<file path="config.mk">
export PLATFORM = sky130hd
export DESIGN_NAME = piece_render_engine
export DESIGN_NICKNAME = d
export VERILOG_FILES = /design/src/rtl/piece_render_engine.sv
export SDC_FILE = /design/constraint.sdc
export NUM_CORES = 1
export LEC_CHECK = 0
export ABC_AREA = 1
export BUFFER_PORTS_ARGS = -buffer_cell sky130_fd_sc_hd__clkbuf_2
export CAP_MARGIN = 20
export CORE_AREA = 5 5 126 128
export CTS_CLUSTER_DIAMETER = 150
export CTS_CLUSTER_SIZE = 24
export DETAILED_ROUTE_END_ITERATION = 12
export DIE_AREA = 0 0 131 133
export HOLD_SLACK_MARGIN = 0.15
export SYNTH_ARGS = -nofsm -noshare
export SYNTH_HDL_FRONTEND = slang
export SYNTH_SLANG_ARGS = --single-unit
export TNS_END_PERCENT = 100
</file>
<file path="constraint.sdc">
create_clock -name clk -period 2.8 [get_ports clk]
set_input_delay 0.56 -clock clk [delete_from_list [all_inputs] [get_ports clk]]
set_output_delay 0.56 -clock clk [all_outputs]
set_load 0.02 [all_outputs]
</file>
<file path="src/rtl/piece_render_engine.sv">
// piece_render_engine: per-pixel enable/edge/colour for the falling piece over a GRID x GRID mask,
// with piece state shadowed once per frame and a 2-cycle scan-address-to-output pipeline.
module piece_render_engine #(
  parameter int ADDR_W = 11,
  parameter int GRID = 4,
  parameter int CELL = 20,
  parameter int INSET = 1,
  parameter int EDGE_W = 1,
  parameter int COLOR_W = 12,
  parameter bit SHADOW_EN = 1'b1,
  parameter int IDX_W = (GRID * GRID > 1) ? $clog2(GRID * GRID) : 1
) (
  input  logic                   clk,
  input  logic                   rst_n,
  input  logic [ADDR_W-1:0]      col_addr_sig,
  input  logic [ADDR_W-1:0]      row_addr_sig,
  input  logic                   frame_start,
  input  logic [ADDR_W-1:0]      piece_h,
  input  logic [ADDR_W-1:0]      piece_v,
  input  logic [GRID*GRID-1:0]   piece_mask,
  input  logic [COLOR_W-1:0]     piece_color,
  input  logic                   piece_visible,
  output logic                   enable_piece,
  output logic                   edge_o,
  output logic [COLOR_W-1:0]     color_o,
  output logic [IDX_W-1:0]       cell_idx_o
);
  localparam int W = ADDR_W + 1;
  localparam int SPAN = GRID * CELL;
  localparam int CW = (CELL > 1) ? $clog2(CELL) : 1;
  localparam int GW = (GRID > 1) ? $clog2(GRID) : 1;
  localparam int LO = INSET;
  localparam int HI = CELL - 1 - INSET;
  localparam int ELO = INSET + EDGE_W;
  localparam int EHI = CELL - 1 - INSET - EDGE_W;

  typedef struct packed {
    logic          in;
    logic [GW-1:0] c;
    logic [CW-1:0] off;
  } axis_t;

  logic [ADDR_W-1:0]    sh_h, sh_v;
  logic [GRID*GRID-1:0] sh_mask;
  logic [COLOR_W-1:0]   sh_color;
  logic                 sh_vis;
  logic                 load;

  assign load = frame_start || !SHADOW_EN;

  always_ff @(posedge clk or negedge rst_n)
    if (!rst_n) begin
      sh_h     <= '0;
      sh_v     <= '0;
      sh_mask  <= '0;
      sh_color <= '0;
      sh_vis   <= 1'b0;
    end else if (load) begin
      sh_h     <= piece_h;
      sh_v     <= piece_v;
      sh_mask  <= piece_mask;
      sh_color <= piece_color;
      sh_vis   <= piece_visible;
    end

  // Offset is taken one bit wider than the address so an origin near the top of the range clips instead of wrapping
  function automatic axis_t axis_split(input logic [ADDR_W-1:0] a, input logic [ADDR_W-1:0] o);
    logic [W-1:0] d;
    axis_split = '0;
    d = {1'b0, a} - {1'b0, o};
    axis_split.in = (a >= o) && (d < W'(SPAN));
    for (int k = 1; k < GRID; k++)
      if (d >= W'(k * CELL)) axis_split.c = GW'(k);
    axis_split.off = CW'(d - W'(axis_split.c * CELL));
    return axis_split;
  endfunction

  axis_t            ax, ay;
  logic [IDX_W-1:0] idx;

  assign ax  = axis_split(col_addr_sig, sh_h);
  assign ay  = axis_split(row_addr_sig, sh_v);
  assign idx = IDX_W'(ay.c * GRID + ax.c);

  logic               s1_occ;
  logic [CW-1:0]      s1_ox, s1_oy;
  logic [IDX_W-1:0]   s1_idx;
  logic [COLOR_W-1:0] s1_color;

  // Mask bit and colour are captured with the address so a frame_start on this pixel cannot mix old and new state
  always_ff @(posedge clk or negedge rst_n)
    if (!rst_n) begin
      s1_occ   <= 1'b0;
      s1_ox    <= '0;
      s1_oy    <= '0;
      s1_idx   <= '0;
      s1_color <= '0;
    end else begin
      s1_occ   <= ax.in && ay.in && sh_vis && sh_mask[idx];
      s1_ox    <= ax.off;
      s1_oy    <= ay.off;
      s1_idx   <= idx;
      s1_color <= sh_color;
    end

  logic in_cell, on_edge;

  assign in_cell = s1_occ && s1_ox >= CW'(LO) && s1_ox <= CW'(HI) && s1_oy >= CW'(LO) && s1_oy <= CW'(HI);
  assign on_edge = s1_ox < CW'(ELO) || s1_ox > CW'(EHI) || s1_oy < CW'(ELO) || s1_oy > CW'(EHI);

  always_ff @(posedge clk or negedge rst_n)
    if (!rst_n) begin
      enable_piece <= 1'b0;
      edge_o       <= 1'b0;
      color_o      <= '0;
      cell_idx_o   <= '0;
    end else begin
      enable_piece <= in_cell;
      edge_o       <= in_cell && on_edge;
      color_o      <= in_cell ? s1_color : '0;
      cell_idx_o   <= in_cell ? s1_idx : '0;
    end
endmodule
</file>
==> out/metrics.cfg <==
[power]
peakVddDrop_mv = 0.406
p_per_area_nw_per_um2 = 592
p_clk_share_pct = 31.3
leakagePower_uw = 0.00366
comb_power_share_pct = 29.9
seqPwrFrac_pct = 38.7
switching_power_uw = 1270
power.internal_uw = 2840
swShare_pct = 30.8

[timing]
fin_crit_ns = 2.89
max_slew.worst_pin.slew_ns = 0.589
setup_violations = 3
fmax_mhz = 346
finalCritPeriodShare_pct = 103
worst_slack_ns = -0.0928
fin_worst_skew_ns = 0.00972
finalHoldViolCount = 0
whs_ns = 0.211
rsz0062_at_grt = true
relSlewSlack_pct = 60.8
drv_slew = 0

[setup_path]
r2r_end = s1_oy[4]
endpoint_kind = flip-flop
regToRegSetupSlack_ns = -0.09
r2r_cells = 17
r2r-start = sh_v[2]
worstSetupPathType = flip-flop to flip-flop
worstPathArrival_ns = 3.12
crit_required_ns = 3.03
start_kind = flip-flop
cp_max_fo = 4

[routing]
drt_iter0_markers = 180
totalWireLength_um = 11700
first_pass_iters = 6
drc_errors = 0
post_drt_wl_per_cell_um = 12.5
vias = 4128
avgViaCountPerCell = 4.40
drtAntennaViolNets = 0

[layout]
fill_cells = 1417
layout_commonest_cell = nand2_1
drive_gt1_share_pct = 40.7
fin_nets = 850
layout_common_cells = nand2_1, inv_1, dfrtp_1
diodes = 0
area_growth_pct = 39.1

[clock_network]
numClockSinks = 96
clock_latency_ns = 0.35
cts.reportedPaths.clkPinSlew_ns = 0.07
cts-hold-fix-buffers = 0
cts_tree = done
cts_buffers = 9
cts_htree_levels = 3
cts_root_buffer = clkbuf_16
clock_path_buffers = 2

[logic_synthesis]
syn_inst = 563
synth_seq_cells = 96
ys_seq_area_share_pct = 48.1
async_flop_share_pct = 100
ys_types = 36
synth_top_cell_by_area = dfrtp_1
ys.flop_type = dfrtp_1
synth_edf_count = 0
synth_nets = 667
synth_top_cell_area_share_pct = 48.1
avgSynthCellArea_um2 = 8.86
synthTopCellsByArea = dfrtp_1, nand2_1, inv_1, mux2_2, ha_1
yosysWarnings = 0
syn_area_um2 = 4990

[status]
violations = negative setup slack
outcome = finished with violations

[die]
die_height_um = 133
start_util_pct = 33.8
die_area_um2 = 17400
core_um2 = 14800
dieWidth_um = 131
num_io_pins = 94
num_rows = 45

[min_path]
holdCritPathClass = input port to async pin

[job]
cap_violations = 0

[global_route]
track_usage_pct = 13.9
antenna_found_initial = 0
first_global_vias = 4290
grt_pass1_wl_um = 19600
grt_max_degree = 50
grt-ovfl-total = 0

[placed_design]
gp_congestion = 0.882
hpwl_um = 9090
detailedPlace.worstSlack_ns = -0.543
portBuffers = 93

==> cell type report <==
class                      instances  area (um2)  share of cell area, %
sequential                        96        2400                   34.6
tap                              188         235                   3.39
inverter                         108         420                   6.06
clock buffer                       9         225                   3.24
clock inverter                     7        86.3                   1.24
timing repair buffer             182        1180                   17.1
multi-input combinational        349        2390                   34.4
==> registers in the layout, indices dropped and copies added (netlist names), 4 cells and up <==
name        count
sh_mask        16
color_o        12
s1_color       12
sh_color       12
sh_h           11
sh_v           11
s1_ox           5
s1_oy           5
cell_idx_o      4
s1_idx          4
==> through the flow <==
step           cell area, um2  utilization [%]  power [uW]  std cells  setup TNS [ns]
2_1_floorplan            5090                -        2260        563          -0.807
4_1_cts                  6770             45.9        4100        934          -0.250
6_report                 6940             47.1        4110        939          -0.232
3_3_place_gp             6340             43.0        2720        908           -1.83
5_1_grt                  6940             47.1        4370        939           -1.02
3_5_place_dp             6340             43.0        2750        908           -2.20
==> cell usage after synthesis, types with 2 or more instances <==
library cell	count
nand4_1	6
mux2_2	31
nand3_1	25
o21bai_1	2
clkbuf_1	9
inv_1	102
xnor2_1	3
nand2_4	2
nand3b_1	3
a21oi_1	14
fa_1	4
xor2_1	9
inv_2	5
ha_1	24
nand2_1	122
nor3_1	7
nand2_2	6
o21ai_0	31
nor2_1	45
nor2_2	2
dfrtp_1	96
==> logic make-up (layout without fill, tap and decap cells) <==
kind of cell / after synthesis / count (layout) / synth area share, %
AOI/OAI and AO/OA: 54 / 54 / 6.07
xor gates and xnor gates: 13 / 13 / 2.66
adders and majority gates: 28 / 28 / 7.62
buffers and inverters: 118 / 306 / 9.03
DFF: 96 / 96 / 48.1
muxes: 31 / 31 / 7.00
and+or+nand+nor: 223 / 223 / 19.5
==> worst max path at each step <==
stage	from	endpoint	slack (ns)	depth (start not counted)
CTS	sh_v[0]	s1_oy[4]	-0.14	20
floorplan	row_addr_sig[0]	s1_oy[4]	-0.30	21
finish	sh_v[2]	s1_oy[4]	-0.09	17
global route	sh_v[0]	s1_oy[4]	-0.29	20
global placement	row_addr_sig[0]	s1_oy[4]	-0.47	22
detailed placement	row_addr_sig[0]	s1_oy[4]	-0.54	22
==> per-layer routing <==
metal | share of wire (%) | track usage (%) | vias up | routed length (um)
li1 | - | - | 2127 | -
met1 | 46 | 18.9 | 1889 | 5390
met2 | 46 | 21.8 | 105 | 5340
met3 | 7.7 | 4.64 | 7 | 900
met4 | 0.74 | 2.40 | 0 | 87
met5 | 0 | 0 | - | 0
==> power by group through the flow <==
stage / Clock [uW] / Combinational (uW) / Sequential, uW
2_1_floorplan: 0 / 663 / 1590
3_5_place_dp: 0 / 1130 / 1620
3_3_place_gp: 0 / 1110 / 1610
6_report: 1290 / 1230 / 1590
4_1_cts: 1330 / 1180 / 1590
5_1_grt: 1380 / 1380 / 1610
==> worst max-delay path: stages, from the launching register on <==
cell and delay (ns):
dfrtp_1 0.33, inv_1 0.05, ha_1 0.34, nand2_1 0.13, nand3_2 0.09, nand2_1 0.08, nand2_2 0.09, a21boi_2 0.19
xor2_1 0.17, nand2_1 0.08, nor2_2 0.14, nand2_2 0.09, nor2_4 0.12, inv_2 0.06, ha_4 0.16, fa_2 0.37
xnor2_2 0.15, xor2_1 0.17
==> repair_timing <==
action / 4_1_cts / 5_1_grt
pin swaps: 16 / 28
endpoints found under the setup margin: 4 / 6
setup buffers: 10 / 6
resized for setup: 12 / 34
Note: power is estimated with default switching activity, not from simulation.
